## config.mk

```make
export PLATFORM = sky130hd
export DESIGN_NAME = fetch_unit
export DESIGN_NICKNAME = d
export VERILOG_FILES = /design/src/rtl/gP.sv /design/src/rtl/branch_target.sv /design/src/rtl/fetch_unit.sv
export SDC_FILE = /design/constraint.sdc
export NUM_CORES = 1
export LEC_CHECK = 0
export ABC_AREA = 1
export BUFFER_PORTS_ARGS = -buffer_cell sky130_fd_sc_hd__buf_2
export CAP_MARGIN = 20
export CORE_ASPECT_RATIO = 1.75
export CORE_MARGIN = 2
export CORE_UTILIZATION = 45
export DETAILED_ROUTE_END_ITERATION = 7
export PLACE_DENSITY_LB_ADDON = 0.2
export SLEW_MARGIN = 20
export SYNTH_ARGS = -nofsm -noshare
export SYNTH_HDL_FRONTEND = slang
export SYNTH_HIERARCHICAL = 1
export SYNTH_SLANG_ARGS = --single-unit
export TNS_END_PERCENT = 5
```

## constraint.sdc

```tcl
create_clock -name CLK -period 4.6 [get_ports CLK]
set_input_delay 0.92 -clock CLK [delete_from_list [all_inputs] [get_ports CLK]]
set_output_delay 0.92 -clock CLK [all_outputs]
set_load 0.05 [all_outputs]
```

## src/rtl/gP.sv

```systemverilog
// Shared core definitions: fetch FSM states, decoder opcodes and instruction field positions.
package gP;

    typedef enum logic [1:0] {
        RESET = 2'd0,
        REQ   = 2'd1,
        HOLD  = 2'd2
    } fetch_state_t;

    // Opcodes that the fetch path and the control decoder agree on
    localparam logic [3:0] OP_LDR = 4'd0;
    localparam logic [3:0] OP_STR = 4'd1;
    localparam logic [3:0] OP_BEQ = 4'd11;
    localparam logic [3:0] OP_BNE = 4'd12;
    localparam logic [3:0] OP_JMP = 4'd13;

    localparam int OPC_MSB = 15;
    localparam int OPC_LSB = 12;
    localparam int TGT_MSB = 11;
    localparam int TGT_LSB = 0;

endpackage

```

## src/rtl/branch_target.sv

```systemverilog
// Next-PC selection: absolute jump within the current 4K page, PC-relative branch, or sequential.
module branch_target import gP::*; #(
    parameter int OFS_W = 6
) (
    input  logic [15:0]              pc,
    input  logic [TGT_MSB:TGT_LSB]   target,
    input  logic                     jmp,
    input  logic                     beq,
    input  logic                     bne,
    input  logic                     zero,
    output logic [15:0]              next_pc
);

    logic [15:0] seq_pc;
    logic [15:0] ofs_sext;
    logic        taken;

    assign seq_pc   = pc + 16'd1;
    assign ofs_sext = {{(16-OFS_W){target[OFS_W-1]}}, target[OFS_W-1:0]};

    always_comb begin
        // BEQ wins if the decoder ever raises both conditional flags
        taken = beq ? zero : (bne & ~zero);
        if (jmp)
            next_pc = {pc[OPC_MSB:OPC_LSB], target};
        else if (taken)
            next_pc = seq_pc + ofs_sext;
        else
            next_pc = seq_pc;
    end

endmodule

```

## src/rtl/fetch_unit.sv

```systemverilog
// Instruction fetch sequencer: owns the PC, fetches one word at a time, holds it until accepted.
module fetch_unit import gP::*; #(
    parameter logic [15:0] RESET_PC = 16'h0000,
    parameter int          OFS_W    = 6
) (
    input  logic        CLK,
    input  logic        RST_N,
    output logic        IMEM_REQ,
    output logic [15:0] IMEM_ADDR,
    input  logic        IMEM_ACK,
    input  logic [15:0] IMEM_RDATA,
    output logic [15:0] INSTR,
    output logic [3:0]  OPCODE,
    output logic [15:0] PC,
    output logic        INSTR_VALID,
    input  logic        INSTR_READY,
    input  logic        JMP,
    input  logic        BEQ,
    input  logic        BNE,
    input  logic        ZERO
);

    fetch_state_t state, state_nxt;
    logic [15:0]  fetch_pc;
    logic [15:0]  pc_q;
    logic [15:0]  instr_q;
    logic [15:0]  next_pc;

    branch_target #(.OFS_W(OFS_W)) u_branch_target (
        .pc      (pc_q),
        .target  (instr_q[TGT_MSB:TGT_LSB]),
        .jmp     (JMP),
        .beq     (BEQ),
        .bne     (BNE),
        .zero    (ZERO),
        .next_pc (next_pc)
    );

    always_ff @(posedge CLK or negedge RST_N) begin
        if (!RST_N) begin
            state    <= RESET;
            fetch_pc <= RESET_PC;
            pc_q     <= RESET_PC;
            instr_q  <= 16'h0000;
        end else begin
            state <= state_nxt;
            if (state == REQ && IMEM_ACK) begin
                instr_q <= IMEM_RDATA;
                pc_q    <= fetch_pc;
            end
            // Flags are only trusted on the accept edge, when they describe instr_q
            if (state == HOLD && INSTR_READY)
                fetch_pc <= next_pc;
        end
    end

    always_comb begin
        state_nxt   = state;
        IMEM_REQ    = 1'b0;
        INSTR_VALID = 1'b0;
        case (state)
            RESET: state_nxt = REQ;
            REQ: begin
                IMEM_REQ = 1'b1;
                if (IMEM_ACK)
                    state_nxt = HOLD;
            end
            HOLD: begin
                INSTR_VALID = 1'b1;
                if (INSTR_READY)
                    state_nxt = REQ;
            end
            default: state_nxt = RESET;
        endcase
    end

    assign IMEM_ADDR = fetch_pc;
    assign INSTR     = instr_q;
    assign OPCODE    = instr_q[OPC_MSB:OPC_LSB];
    assign PC        = pc_q;

endmodule

```

==> results.sh <==
export IMPL_grt_pass1_wl_um=19000
export IMPL_gr_usage_all_layers_pct=23.3
export IMPL_layout_commonest_cell="nand2_1"
export IMPL_cp_top_family="simple AND/OR/NAND/NOR gates"
export IMPL_synth_seq_cells=50
export IMPL_setup_tns_ns=0
export IMPL_swShare_pct=58.5
export IMPL_worstPathRequired_ns=4.83
export IMPL_final_area_mm2=0.00466
export IMPL_dpl_cell_area_mm2=0.00449
export IMPL_ant_nets=0
export IMPL_area_delta_synth_final_pct=10.7
export IMPL_coreArea_mm2=0.00909
export IMPL_max_slew_margin_pct=34.9
export IMPL_path_cells="ha_1, nand2_1, nor3b_1, xor2_1, inv_1, ha_1, nand2_1, o21ai_0, nand2_1, nand3_1, nor2_1, nor2_1, nand2_1, a21oi_1, nand4_1, nand2_1"
export IMPL_root_buffer="clkbuf_16"
export IMPL_io_buffers=77
export IMPL_post_drt_via_cell_ratio=5.36
export IMPL_irDropWorstVdd_mv=0.603
export IMPL_cp_slowest_cell="dfrtp_1"
export IMPL_synthDistinctLibCells=45
export IMPL_finalWirelength_um=11600
export IMPL_cts_tree="built"
export IMPL_via_count=3832
export IMPL_power_internal_mw=1.58
export IMPL_ys_warn_count=6
export IMPL_drive_gt1_share_pct=29.6
export IMPL_p_per_area_mw_per_mm2=818
export IMPL_rsz0062_at_grt="no"
export IMPL_synth_top_flop_cell="dfrtp_1"
export IMPL_drv_cap=0
export IMPL_die_w_um=77.1
export IMPL_dieArea_mm2=0.0102
export IMPL_start_kind="register"
export IMPL_grt_pass1_vias=3721
export IMPL_timing_fmax_mhz=324
export IMPL_setup_viol=0
export IMPL_cp_common_cell="nand2_1"
export IMPL_final_cell_mix="133 x nand2_1, 76 x buf_2, 50 x dfrtp_1, 50 x nand4_1, 48 x inv_1"
export IMPL_cts_num_sinks=50
export IMPL_cts_made_buffers=5
export IMPL_async_reset_ff_share_pct=100
export IMPL_grt_max_degree=51
export IMPL_seq_area_frac_synth_pct=29.7
export IMPL_cp_arrival_ns=3.32
export IMPL_outcome="finished, final reports clean"
export IMPL_start_util_pct=46.3
export IMPL_power_leakage_nw=2.58
export IMPL_path_buf_inv=1
export IMPL_fill_cells=983
export IMPL_die_h_um=132
export IMPL_critPathMaxFanout=5
export IMPL_gp_congestion=0.855
export IMPL_drc=0
export IMPL_power_switching_mw=2.23
export IMPL_skew_ns=0.00519
export IMPL_min_path_type="reg2reg"
export IMPL_clockPowerShare_pct=11.4
export IMPL_slew_violations=0
export IMPL_synth_edff_count=0
export IMPL_holdBufCountCts=0
export IMPL_pwr_share_comb_pct=63.4
export IMPL_syn_inst=540
export IMPL_worst_pin_slew_ns=0.976
export IMPL_antenna_found_initial=0
export IMPL_critPathKind="reg2reg"
export IMPL_cts_max_level=2
export IMPL_slowest_delay_ns=0.45
export IMPL_first_iter_violations=258
export IMPL_nets=640
export IMPL_post_route_min_period_ns=3.09
export IMPL_period_share_pct=67.2
export IMPL_postCtsSetupBuffers=0
export IMPL_timing_hold_violations_final=0
export IMPL_ctsResizeCount=0
export IMPL_syn_nets=585
export IMPL_antennaDiodeCount=0
export IMPL_io_pins=78
export IMPL_path_clk_slew_ns=0.06
export IMPL_clock_latency_ns=0.29
export IMPL_first_pass_iters=5
export IMPL_pwr_share_seq_pct=25.2
export IMPL_cp_end_kind="register"
export IMPL_avgRoutedWirePerCell_um=16.2
export IMPL_dp_hpwl_um=8750
export IMPL_syn_cell_area_mm2=0.00421
export IMPL_clk_path_buf_depth=2
export IMPL_row_count=46
export IMPL_grt_ovfl_total=0
export IMPL_syn_avg_cell_area_um2=7.80
logic make-up (layout without fill, tap and decap cells):
logic type      Yosys count  after routing  share of synthesized area, %
xor+xnor                 13             13                          3.06
buf+inv                  82            137                          11.0
compound gates           47             47                          6.51
fa+ha+maj                21             21                          6.42
flops                    50             50                          29.7
simple gates            327            327                          43.3
worst register-to-register path, cell delays in order, from the launching register on:
cell and delay [ns]:
dfrtp_1 0.45, ha_1 0.23, nand2_1 0.17, nor3b_1 0.29
xor2_1 0.21, inv_1 0.06, ha_1 0.35, nand2_1 0.12
o21ai_0 0.29, nand2_1 0.09, nand3_1 0.16, nor2_1 0.06
nor2_1 0.08, nand2_1 0.06, a21oi_1 0.18, nand4_1 0.11
nand2_1 0.11
flip-flops by register name, summed over array words and instances, names as in the netlist:
name,count
IMEM_ADDR,16
INSTR,16
PC,16
state,2
stage by stage:
step / utilization (%) / worst slack (ns) / total power [mW] / instances / hold WS (ns)
after detailed placement: 49.4 / 1.56 / 3.38 / 708 / 0.487
after CTS: 51.3 / 1.52 / 3.83 / 715 / 0.505
after global placement: 49.4 / 1.61 / 3.34 / 708 / 0.478
final: 51.3 / 1.51 / 3.81 / 715 / 0.507
after floorplan: - / 1.65 / 2.92 / 540 / 0.584
after global routing: 51.3 / 1.13 / 4.08 / 715 / 0.528
cell usage after synthesis (all sizes together) (5+ instances only):
master	instances	area, um2
nand2	199	1060
inv	51	196
dfrtp	50	1250
nand4	50	313
nor2	36	179
nand3	33	205
buf	30	263
a21oi	20	104
ha	20	250
o21ai	16	95.1
xor2	10	95.1
a31oi	5	31.3
power by group through the flow:
| stage | registers [mW] | logic [mW] | clock network, mW |
|---|---|---|---|
| 2_1_floorplan | 1.48 | 1.44 | 0 |
| 3_3_place_gp | 0.962 | 2.37 | 0 |
| 3_5_place_dp | 0.968 | 2.41 | 0 |
| 4_1_cts | 0.964 | 2.42 | 0.443 |
| 5_1_grt | 0.994 | 2.63 | 0.461 |
| 6_report | 0.962 | 2.42 | 0.434 |
area by class of cell:
type                       count  area (um2)  share of cell area (%)
multi-input combinational    408        2490                    53.5
sequential                    50        1250                    26.8
timing repair buffer          78         395                    8.48
inverter                      52         201                    4.32
tap                          120         150                    3.22
clock buffer                   6         139                    2.98
clock inverter                 1        30.0                   0.644
final timing paths:
kind / from / slack (ns) / depth (start not counted) / to
min reg2reg: IMEM_ADDR[1]$_DFFE_PN0P_ / 0.51 / 2 / IMEM_ADDR[1]$_DFFE_PN0P_
max in group asynchronous: RST_N / 3.50 / 1 / PC[2]$_DFFE_PN0P_
min: IMEM_ADDR[1]$_DFFE_PN0P_ / 0.51 / 2 / IMEM_ADDR[1]$_DFFE_PN0P_
min in group asynchronous: RST_N / 0.64 / 1 / PC[6]$_DFFE_PN0P_
max: PC[1]$_DFFE_PN0P_ / 1.51 / 16 / IMEM_ADDR[12]$_DFFE_PN0P_
max reg2reg: PC[1]$_DFFE_PN0P_ / 1.51 / 16 / IMEM_ADDR[12]$_DFFE_PN0P_
metal layers:
layer  global-route usage (%)  vias to the layer above  share of wire (%)
li1                         -                     1872                  -
met1                     27.8                     1817                 39
met2                     41.6                      120                 54
met3                     2.53                       23                3.9
met4                     9.82                        0                3.1
met5                        0                        -                  0
(Power assumes the default switching activity.)
